`config.mk`:
```
export PLATFORM = sky130hd
export DESIGN_NAME = mult_arbiter
export DESIGN_NICKNAME = d
export VERILOG_FILES = /design/src/rtl/mult_pkg.sv /design/src/rtl/rr_arbiter.sv /design/src/rtl/mult_arbiter.sv
export SDC_FILE = /design/constraint.sdc
export NUM_CORES = 1
export LEC_CHECK = 0
export BUFFER_PORTS_ARGS = -buffer_cell sky130_fd_sc_hd__buf_2
export CAP_MARGIN = 10
export CORE_AREA = 3 3 178 180
export CTS_CLUSTER_SIZE = 12
export DETAILED_ROUTE_END_ITERATION = 12
export DIE_AREA = 0 0 181 183
export PLACE_DENSITY = 0.67
export SYNTH_ARGS = -nofsm -noshare
export SYNTH_HDL_FRONTEND = slang
export SYNTH_SLANG_ARGS = --single-unit
```
`constraint.sdc`:
```
create_clock -name clock -period 6.8 [get_ports clock]
set_input_delay 1.36 -clock clock [delete_from_list [all_inputs] [get_ports clock]]
set_output_delay 1.36 -clock clock [all_outputs]
set_load 0.005 [all_outputs]
```
`src/rtl/mult_pkg.sv`:
```
// Shared types and constants for the multiplier-sharing arbiter.
package mult_pkg;

    localparam int unsigned DATA_W         = 32;
    localparam int unsigned PROD_W         = 64;
    localparam int unsigned DEF_LAUNCH_TMO = 8;
    localparam int unsigned DEF_RUN_TMO    = 48;

    typedef enum logic [1:0] {
        IDLE   = 2'd0,
        LAUNCH = 2'd1,
        RUN    = 2'd2,
        DONE   = 2'd3
    } state_t;

endpackage

```
`src/rtl/rr_arbiter.sv`:
```
// Combinational one-hot round-robin grant; search starts one past the pointer.
module rr_arbiter #(
    parameter int unsigned NREQ = 4,
    localparam int unsigned IDX_W = $clog2(NREQ)
) (
    input  logic [NREQ-1:0]  req,
    input  logic [IDX_W-1:0] ptr,
    output logic [NREQ-1:0]  grant,
    output logic [IDX_W-1:0] grant_idx,
    output logic             grant_any
);

    function automatic logic [IDX_W-1:0] cand_idx(input logic [IDX_W-1:0] p,
                                                  input int unsigned     off);
        int unsigned s;
        s = 32'(p) + off;
        if (s >= NREQ) s = s - NREQ;
        return IDX_W'(s);
    endfunction

    always_comb begin
        grant     = '0;
        grant_idx = '0;
        grant_any = 1'b0;
        for (int unsigned off = 1; off <= NREQ; off++) begin
            if (!grant_any && req[cand_idx(ptr, off)]) begin
                grant_any                 = 1'b1;
                grant_idx                 = cand_idx(ptr, off);
                grant[cand_idx(ptr, off)] = 1'b1;
            end
        end
    end

endmodule

```
`src/rtl/mult_arbiter.sv`:
```
// Round-robin sequencer sharing one start/ready multiplier among NREQ requesters,
// with launch and run watchdogs that turn a silent multiplier into an error response.
module mult_arbiter
    import mult_pkg::*;
#(
    parameter int unsigned NREQ       = 4,
    parameter int unsigned LAUNCH_TMO = DEF_LAUNCH_TMO,
    parameter int unsigned RUN_TMO    = DEF_RUN_TMO
) (
    input  logic                   clock,
    input  logic                   reset,
    input  logic [NREQ-1:0]        req_valid,
    input  logic [NREQ*DATA_W-1:0] req_a,
    input  logic [NREQ*DATA_W-1:0] req_b,
    output logic [NREQ-1:0]        req_ready,
    output logic [NREQ-1:0]        rsp_valid,
    output logic [PROD_W-1:0]      rsp_p,
    output logic                   rsp_err,
    output logic                   busy,
    output logic                   mul_start,
    output logic [DATA_W-1:0]      mul_a,
    output logic [DATA_W-1:0]      mul_b,
    input  logic                   mul_ready,
    input  logic [PROD_W-1:0]      mul_p
);

    localparam int unsigned IDX_W  = $clog2(NREQ);
    localparam int unsigned LCNT_W = $clog2(LAUNCH_TMO + 1);
    localparam int unsigned RCNT_W = $clog2(RUN_TMO + 1);

    state_t              state;
    logic [IDX_W-1:0]    rr_ptr;
    logic [IDX_W-1:0]    owner;
    logic [LCNT_W-1:0]   launch_cnt;
    logic [RCNT_W-1:0]   run_cnt;
    logic                mul_ready_q;

    logic [NREQ-1:0]     grant;
    logic [IDX_W-1:0]    grant_idx;
    logic                grant_any;
    logic [DATA_W-1:0]   sel_a;
    logic [DATA_W-1:0]   sel_b;
    logic                launch_seen;

    rr_arbiter #(
        .NREQ (NREQ)
    ) u_rr (
        .req       (req_valid),
        .ptr       (rr_ptr),
        .grant     (grant),
        .grant_idx (grant_idx),
        .grant_any (grant_any)
    );

    // Grant is offered only while idle and never during reset.
    assign req_ready = (state == IDLE && !reset) ? grant : '0;

    // A 1->0 edge, so a multiplier still busy from before is not taken as our launch.
    assign launch_seen = mul_ready_q && !mul_ready;

    always_comb begin
        sel_a = '0;
        sel_b = '0;
        for (int unsigned i = 0; i < NREQ; i++) begin
            if (grant[i]) begin
                sel_a = req_a[i*DATA_W +: DATA_W];
                sel_b = req_b[i*DATA_W +: DATA_W];
            end
        end
    end

    always_ff @(posedge clock) begin
        if (reset) begin
            state       <= IDLE;
            rr_ptr      <= IDX_W'(NREQ - 1);
            owner       <= '0;
            launch_cnt  <= '0;
            run_cnt     <= '0;
            mul_ready_q <= 1'b0;
            rsp_valid   <= '0;
            rsp_p       <= '0;
            rsp_err     <= 1'b0;
            busy        <= 1'b0;
            mul_start   <= 1'b0;
            mul_a       <= '0;
            mul_b       <= '0;
        end else begin
            mul_ready_q <= mul_ready;
            unique case (state)
                IDLE: begin
                    if (grant_any) begin
                        mul_a      <= sel_a;
                        mul_b      <= sel_b;
                        owner      <= grant_idx;
                        launch_cnt <= '0;
                        mul_start  <= 1'b1;
                        busy       <= 1'b1;
                        state      <= LAUNCH;
                    end
                end
                LAUNCH: begin
                    if (launch_seen) begin
                        mul_start <= 1'b0;
                        run_cnt   <= '0;
                        state     <= RUN;
                    end else if (launch_cnt == LCNT_W'(LAUNCH_TMO - 1)) begin
                        mul_start <= 1'b0;
                        rsp_valid <= NREQ'(1) << owner;
                        rsp_p     <= '0;
                        rsp_err   <= 1'b1;
                        state     <= DONE;
                    end else begin
                        launch_cnt <= launch_cnt + LCNT_W'(1);
                    end
                end
                RUN: begin
                    if (mul_ready) begin
                        rsp_valid <= NREQ'(1) << owner;
                        rsp_p     <= mul_p;
                        rsp_err   <= 1'b0;
                        state     <= DONE;
                    end else if (run_cnt == RCNT_W'(RUN_TMO - 1)) begin
                        rsp_valid <= NREQ'(1) << owner;
                        rsp_p     <= '0;
                        rsp_err   <= 1'b1;
                        state     <= DONE;
                    end else begin
                        run_cnt <= run_cnt + RCNT_W'(1);
                    end
                end
                DONE: begin
                    rsp_valid <= '0;
                    rsp_p     <= '0;
                    rsp_err   <= 1'b0;
                    busy      <= 1'b0;
                    rr_ptr    <= owner;
                    state     <= IDLE;
                end
                default: state <= IDLE;
            endcase
        end
    end

endmodule

```
==> parameters.txt, run 1 <==
Parameter                              Value

Run status
  Run status ... finished clean

Logic synthesis
  Flip-flop and latch count after synthesis ... 152
  Area share of the leading cell type in the synthesized netlist ... 0.3508
  Synth Area in Compound Gates ... 0.3661
  EDFF count, synth ... 0
  Xor-xnor portion of the synthesized cell area ... 0.007069
  Syn avg cell area ... 7.899 um^2
  Combinational family with the most area after synthesis ... compound AO/OA/AOI/OAI gates
  Number of instances in the synthesized netlist ... 1098
  Count of distinct cell types in the synthesized netlist ... 60
  Post-synthesis sequential area ratio ... 0.3508
  Cell type contributing the most total cell area after synthesis ... sky130_fd_sc_hd__dfxtp_1
  Async set-or-reset flop fraction in the synthesized netlist ... 0
  Net Count, Synth ... 1439
  Post-Synth Adder-Cell Area ... 0.02020
  Netlist Area Pre-Place ... 0.008673 mm^2
  Biggest area contributors in the synthesized netlist ... sky130_fd_sc_hd__dfxtp_1 35%, sky130_fd_sc_hd__a311oi_1 6.5%, sky130_fd_sc_hd__o32ai_1 6.5%
  Most used flip-flop cell after synthesis ... sky130_fd_sc_hd__dfxtp_1
  Post-synthesis mux area share ... 0.01111
  Fraction of the mapped netlist area in simple logic gates ... 0.1477
  Yosys warnings ... 0

Route
  Total Wirelength ... 37830 um
  Antenna-violating nets left ... 0
  Vias per cell ... 5.568
  Via Count ... 10513
  First-pass DRT Iterations ... 5
  Final routed DRC violation total ... 0
  Routed WL per cell ... 20.04 um
  Number of DRC markers after the initial detailed-route iteration ... 782

Floorplan
  Boundary Pins ... 466
  Core ar. ... 0.03035 mm^2
  FP Rows ... 64
  Die boundary height ... 183 um
  Starting Density ... 0.2858
  Area of the die ... 0.03312 mm^2
  Die outline width ... 181 um

Clock tree
  Number of levels the H-tree was split into ... 4
  Clock transition at the registers of the reported paths ... 0.07 ns
  CTS tree ... yes
  CTS sink cnt ... 152
  Clock latency on the worst-skew pair ... 0.43 ns
  Post-CTS setup repair buffer count ... 0
  Clock buffer count from CTS ... 17
  Clock Path Buffers ... 2
  Number of hold buffers added after cts ... 0
  Post-CTS Resized ... 0
  Clock root buffer master ... sky130_fd_sc_hd__clkbuf_16

Critical path
  Type of element launching the critical path ... flip-flop
  Arr. time, crit path ... 4.02 ns
  Slowest library cell on the worst path ... sky130_fd_sc_hd__nor4_1
  Data required time at the worst endpoint ... 5.44 ns
  Largest fanout of any net on the critical path ... 18
  Crit path cell chain ... inv_1 > ha_1 > mux2_4 > nor4_1 > o21ai_0 > o2111ai_4 > nor2b_1 > buf_2
  Element type at the critical path end ... output port
  Delay-heaviest family, CP ... simple AND/OR/NAND/NOR gates
  Buffer and inverter count on the worst path ... 2
  Type of the worst setup path ... flip-flop to output port
  Delay contributed by the slowest stage of the critical path ... 0.73 ns

STA
  Final Hold Vio Count ... 0
  Post-layout min period ... 5.379 ns
  Transition time of the tightest slew-check pin ... 0.9112 ns
  Final setup vio count ... 0
  Highest attainable clock frequency ... 185.9 MHz
  Fraction of the cycle the final worst path needs ... 0.7910
  Setup TNS Final ... 0 ns
  RSZ-0062 raised after global routing ... false
  Worst slew margin relative to its limit ... 0.3925
  Max Slew Vio Count ... 0
  Setup skew after layout ... 0.01231 ns

Power and ir drop
  Total power per unit cell area ... 378.6 mW/mm^2
  Maximum vdd drop ... 0.2621 mV
  Leakage power ... 5.234 nW

Run
  Max cap viols ... 0

Global routing
  Pin count of the biggest net entering global routing ... 79
  Via count of the first global-routing pass ... 10179
  Wire length of the first global-routing pass ... 56890 um
  Grt ovf ... 0
  Initial antenna violation count ... 8
  Aggregate global-route resource usage ... 0.2129

Place
  Number of I/O port buffers ... 465
  Dpl hpwl ... 25750 um
  Final weighted congestion in routability-driven placement ... 0.8563

Final layout
  Number of nets in the layout ... 1816
  Post-layout util ... 0.3869
  Area growth, synth to finish ... 35.39%
  Layout cells sized above 1 ... 0.3609
  Filler cell count ... 3151

Worst hold path
  Min-delay worst type ... flip-flop to flip-flop
state kept, by name, summed over array words and instances (netlist names):
signal       cells
rsp_err          1
owner            2
busy             1
rsp_p           64
mul_ready_q      1
state            2
rr_ptr           2
rsp_valid        4
mul_a           32
run_cnt          6
mul_start        1
launch_cnt       4
mul_b           32
final timing paths:
check	slack (ns)	to	start	cells after the start
worst max-delay path	1.42	req_ready[0]	rr_ptr[0]	8
worst min-delay path	0.45	rsp_p[32]	rsp_p[32]	2
worst max register to register	2.05	mul_a[30]	rr_ptr[0]	10
worst min register to register	0.45	rsp_p[32]	rsp_p[32]	2
kinds of logic after synthesis:
group / Yosys count
compound gates: 434
simple gates: 286
buf+inv: 196
flops: 152
fa+ha+maj: 14
mux: 9
xor+xnor: 7
report_power, final:
| group | internal (mW) | switching [mW] |
|---|---|---|
| sequential | 1.07 | 0.107 |
| combinational | 0.861 | 1.42 |
| clock | 0.532 | 0.456 |
metal layers:
layer | GRT usage | share of wire | wire length, um
met5 | 0 | 0.00058 | 22
met4 | 0.08745 | 0.037 | 1383
met3 | 0.06029 | 0.10 | 3793
met2 | 0.3598 | 0.49 | 18370
met1 | 0.2560 | 0.38 | 14260
through the flow:
step / std cells / cell area [um^2] / setup slack, ns / hold WS [ns] / power, mW
3_5_place_dp: 1852 / 11140 / 1.839 / 0.4399 / 3.477
5_1_grt: 1888 / 11740 / 1.107 / 0.4658 / 4.747
2_1_floorplan: 1098 / 8673 / 2.444 / 0.4482 / 2.757
4_1_cts: 1884 / 11730 / 1.365 / 0.4499 / 4.481
6_report: 1888 / 11740 / 1.421 / 0.4523 / 4.445
3_3_place_gp: 1852 / 11140 / 1.873 / 0.4347 / 3.428
placed cells by master, fill, tap and decap left out, types with 6 or more instances in the layout:
cell type | netlist | routed
sky130_fd_sc_hd__dfxtp_1 | 152 | 152
sky130_fd_sc_hd__o21bai_1 | 64 | 64
sky130_fd_sc_hd__inv_1 | 72 | 72
sky130_fd_sc_hd__mux2i_1 | 7 | 6
sky130_fd_sc_hd__o21ai_0 | 8 | 7
sky130_fd_sc_hd__a31oi_1 | 65 | 65
sky130_fd_sc_hd__nand2_1 | 88 | 86
sky130_fd_sc_hd__buf_2 | 24 | 465
sky130_fd_sc_hd__a311oi_1 | 64 | 64
sky130_fd_sc_hd__buf_4 | 20 | 16
sky130_fd_sc_hd__o211ai_1 | 67 | 67
sky130_fd_sc_hd__nand3_1 | 71 | 71
sky130_fd_sc_hd__ha_1 | 14 | 14
sky130_fd_sc_hd__a21oi_1 | 78 | 78
sky130_fd_sc_hd__o32ai_1 | 64 | 64
sky130_fd_sc_hd__clkbuf_16 | 0 | 17
sky130_fd_sc_hd__nor2_1 | 91 | 90
synthesized netlist by cell type, types with 2 or more instances:
library cell / number
sky130_fd_sc_hd__dfxtp_1: 152
sky130_fd_sc_hd__nor2_1: 91
sky130_fd_sc_hd__nand2_1: 88
sky130_fd_sc_hd__a21oi_1: 78
sky130_fd_sc_hd__clkbuf_1: 76
sky130_fd_sc_hd__inv_1: 72
sky130_fd_sc_hd__nand3_1: 71
sky130_fd_sc_hd__o211ai_1: 67
sky130_fd_sc_hd__a31oi_1: 65
sky130_fd_sc_hd__a311oi_1: 64
sky130_fd_sc_hd__o21bai_1: 64
sky130_fd_sc_hd__o32ai_1: 64
sky130_fd_sc_hd__buf_2: 24
sky130_fd_sc_hd__buf_4: 20
sky130_fd_sc_hd__ha_1: 14
sky130_fd_sc_hd__o21ai_0: 8
sky130_fd_sc_hd__mux2i_1: 7
sky130_fd_sc_hd__nor2b_1: 5
sky130_fd_sc_hd__xor2_1: 5
sky130_fd_sc_hd__nand2b_1: 4
sky130_fd_sc_hd__nand3b_1: 4
sky130_fd_sc_hd__and3_1: 3
sky130_fd_sc_hd__buf_1: 3
sky130_fd_sc_hd__nor4_1: 3
sky130_fd_sc_hd__o22ai_1: 3
sky130_fd_sc_hd__a211oi_1: 2
sky130_fd_sc_hd__a221o_1: 2
sky130_fd_sc_hd__nand4_1: 2
sky130_fd_sc_hd__nor3_1: 2
sky130_fd_sc_hd__nor3b_1: 2
sky130_fd_sc_hd__o2111a_1: 2
sky130_fd_sc_hd__o31ai_1: 2
sky130_fd_sc_hd__xnor2_1: 2
worst register-to-register path, stage by stage (launching register included):
cell,delay [ns]
sky130_fd_sc_hd__dfxtp_1,0.68
sky130_fd_sc_hd__inv_1,0.31
sky130_fd_sc_hd__ha_1,0.61
sky130_fd_sc_hd__mux2_4,0.36
sky130_fd_sc_hd__o22a_1,0.31
sky130_fd_sc_hd__nand2_1,0.11
sky130_fd_sc_hd__o2111a_2,0.22
sky130_fd_sc_hd__buf_4,0.59
sky130_fd_sc_hd__a21o_2,0.71
sky130_fd_sc_hd__buf_4,0.52
sky130_fd_sc_hd__o32ai_1,0.19
cell type report:
cell class	count	area, um^2	share of cell area
Clock inverter	14	153.9	0.01311
Inverter	73	274.0	0.02334
Antenna cell	4	10.01	0.0008524
Timing Repair Buffer	481	2447	0.2084
Tap cell	396	495.5	0.04220
Sequential cell	152	3043	0.2591
Multi-Input combinational cell	750	4880	0.4156
Clock buffer	18	439.2	0.03740
No activity file was read; power rests on OpenSTA's default activity.
==> run 2, diff against run 1 <==
Settings changed: ABC_AREA set to 1, PLACE_DENSITY 0.67 to 0.69.
Clock period 6.8 ns to 4.6 ns, I/O delays scaled along.
==> parameters.txt, run 2 <==
Parameter                              Value

Global routing
  Pin count of the biggest net entering global routing ... 129
  Wire length of the first global-routing pass ... 51810 um
  Initial antenna violation count ... 5
  Aggregate global-route resource usage ... 0.1940
  Grt ovf ... 0
  Via count of the first global-routing pass ... 9671

Critical path
  Slowest library cell on the worst path ... sky130_fd_sc_hd__dfxtp_1
  Worst reg2reg startpoint ... rr_ptr[0]
  Setup slack of the most critical reg-to-reg path ... 1.13 ns
  Element type at the critical path end ... output port
  End of the worst register-to-register path ... mul_a[13]
  Type of the worst setup path ... flip-flop to output port
  Arr. time, crit path ... 3.01 ns
  Type of element launching the critical path ... flip-flop
  Largest fanout of any net on the critical path ... 24
  Crit path cell chain ... inv_8 > ha_1 > inv_1 > nand2_4 > nand2_4 > nor2_4 > a21boi_1 > nand3_2 > nand2_1 > inv_1 > buf_2
  Number of cell instances on the worst register-to-register path ... 14
  Data required time at the worst endpoint ... 3.68 ns
  Delay contributed by the slowest stage of the critical path ... 0.70 ns

Final layout
  Biggest register ... rsp_p
  Post-layout util ... 0.3864
  Area growth, synth to finish ... 34.77%
  Filler cell count ... 3192
  Layout cells sized above 1 ... 0.3880
  Top library cells by usage in the layout, fill and taps aside ... 465 x sky130_fd_sc_hd__buf_2, 244 x sky130_fd_sc_hd__nand2_1, 244 x sky130_fd_sc_hd__a21oi_1, 152 x sky130_fd_sc_hd__dfxtp_1, 139 x sky130_fd_sc_hd__nand3_1
  Most common library cell in the layout ignoring fill and taps ... sky130_fd_sc_hd__buf_2
  Final standard cell area without fillers ... 0.01173 mm^2
  Flip-flop count of the largest register after layout ... 64
  Registers with the highest flip-flop counts ... rsp_p (64), mul_a (32), mul_b (32)
  Number of nets in the layout ... 1975

Logic synthesis
  Count of distinct cell types in the synthesized netlist ... 34
  Biggest area contributors in the synthesized netlist ... sky130_fd_sc_hd__dfxtp_1 35%, sky130_fd_sc_hd__a21oi_1 14%, sky130_fd_sc_hd__nand2_1 11%
  Flip-flop and latch count after synthesis ... 152
  Number of instances in the synthesized netlist ... 1234
  Yosys warnings ... 0
  Leading cell type by number of instances after synthesis ... sky130_fd_sc_hd__nand2_1
  Area share of the leading cell type in the synthesized netlist ... 0.3497
  Cell type contributing the most total cell area after synthesis ... sky130_fd_sc_hd__dfxtp_1
  Syn avg cell area ... 7.051 um^2
  Post-synthesis sequential area ratio ... 0.3497
  Async set-or-reset flop fraction in the synthesized netlist ... 0
  Synth top cells by count ... 246 x sky130_fd_sc_hd__nand2_1, 244 x sky130_fd_sc_hd__a21oi_1, 152 x sky130_fd_sc_hd__dfxtp_1
  Netlist Area Pre-Place ... 0.008701 mm^2
  EDFF count, synth ... 0
  Net Count, Synth ... 1575
  Most used flip-flop cell after synthesis ... sky130_fd_sc_hd__dfxtp_1

STA
  Post-layout min period ... 3.927 ns
  Highest attainable clock frequency ... 254.7 MHz
  Worst slew margin relative to its limit ... 0.2391
  Transition time of the tightest slew-check pin ... 1.140 ns
  Final Hold Vio Count ... 0
  Final setup vio count ... 0
  Hold Slack ... 0.4619 ns
  Max Slew Vio Count ... 0
  Fraction of the cycle the final worst path needs ... 0.8537
  Setup skew after layout ... 0.009810 ns
  Setup TNS Final ... 0 ns
  RSZ-0062 raised after global routing ... false

Route
  Total Wirelength ... 34310 um
  Vias per cell ... 4.986
  Number of DRC markers after the initial detailed-route iteration ... 598
  Routed WL per cell ... 16.76 um
  Final routed DRC violation total ... 0
  First-pass DRT Iterations ... 5
  Via Count ... 10207
  Antenna-violating nets left ... 0

Clock tree
  Number of hold buffers added after cts ... 0
  Clock Path Buffers ... 2
  CTS tree ... yes
  Clock latency on the worst-skew pair ... 0.43 ns
  Clock buffer count from CTS ... 17
  Clock transition at the registers of the reported paths ... 0.07 ns
  Clock root buffer master ... sky130_fd_sc_hd__clkbuf_16
  Number of levels the H-tree was split into ... 4
  Post-CTS setup repair buffer count ... 0
  Post-CTS Resized ... 0
  CTS sink cnt ... 152

Run
  Max cap viols ... 0

Power and ir drop
  Total power per unit cell area ... 606.4 mW/mm^2
  Leakage power ... 5.731 nW
  Final Total Pwr ... 7.110 mW
  Maximum vdd drop ... 0.3567 mV

Floorplan
  Die outline width ... 181 um
  Core ar. ... 0.03035 mm^2
  FP Rows ... 64
  Die boundary height ... 183 um
  Area of the die ... 0.03312 mm^2
  Starting Density ... 0.2867
  Boundary Pins ... 466

Run status
  Run status ... finished clean

Worst hold path
  Number of cells on the worst hold path ... 2
  Hold EP ... rsp_p[6]
  Min-delay worst type ... flip-flop to flip-flop
  Source of the worst hold timing path ... rsp_p[6]

Place
  Instance area at placement ... 0.01110 mm^2
  Final weighted congestion in routability-driven placement ... 0.9162
  Dpl hpwl ... 24990 um
  Number of I/O port buffers ... 465
[run 2: cell types whose count changed after synthesis, sizes merged, moves of 67 or more]
cell,change
nand3,+75
o211ai,-67
nand2,+169
nor2,-72
o21ai,+72
a21oi,+260
[run 2: critical path, delay by kind of cell (launching register included)]
family,cells,cell delay [ns]
buf+inv,4,0.42
compound gates,1,0.16
fa+ha+maj,1,0.38
simple gates,5,0.90
flops,1,0.70
[run 2: cell type report]
type | count | area [um^2] | area share
antenna | 4 | 10.01 | 0.0008536
clock buffer | 17 | 425.4 | 0.03628
clock inverter | 15 | 191.4 | 0.01633
inverter | 106 | 405.4 | 0.03457
multi-input combinational | 877 | 4691 | 0.4000
sequential | 152 | 3043 | 0.2595
tap | 396 | 495.5 | 0.04225
timing repair buffer | 480 | 2465 | 0.2102
[run 2: worst max-delay path by stage]
stage                             from           end  slack [ns]  depth (start not counted)
final                        rr_ptr[0]  req_ready[0]        0.67                         11
after global routing         rr_ptr[0]  req_ready[0]        0.48                         11
after CTS                    rr_ptr[0]  req_ready[0]        0.66                         11
after detailed placement     rr_ptr[0]     mul_a[13]        1.11                         14
after global placement       rr_ptr[0]  req_ready[0]        1.16                         11
after floorplan           req_valid[1]  req_ready[2]        1.67                         11
[run 2: per-stage QoR]
stage	worst slack, ns	cells
2_1_floorplan	1.674	1234
3_3_place_gp	1.160	2011
3_5_place_dp	1.115	2011
4_1_cts	0.6642	2043
5_1_grt	0.4762	2047
6_report	0.6732	2047
[run 2: metal layers]
layer / up-vias / share of wire / wire [um] / GRT usage
met5: - / 0 / 0 / 0
met3: 83 / 0.073 / 2505 / 0.04383
met4: 0 / 0.040 / 1357 / 0.08501
met1: 4698 / 0.40 / 13700 / 0.2339
met2: 485 / 0.49 / 16750 / 0.3331
li1: 4941 / - / - / -
[run 2: cells by family after synthesis]
| group | after synthesis | share of synthesized area |
|---|---|---|
| flops | 152 | 0.3497 |
| compound gates | 427 | 0.2895 |
| fa+ha+maj | 14 | 0.02013 |
| buf+inv | 205 | 0.1140 |
| xor+xnor | 2 | 0.002014 |
| simple gates | 434 | 0.2246 |
[run 2: where the power goes]
| group | switching [mW] | internal (mW) |
|---|---|---|
| Combinational | 2.59 | 1.30 |
| Sequential | 0.157 | 1.59 |
| Clock | 0.726 | 0.746 |
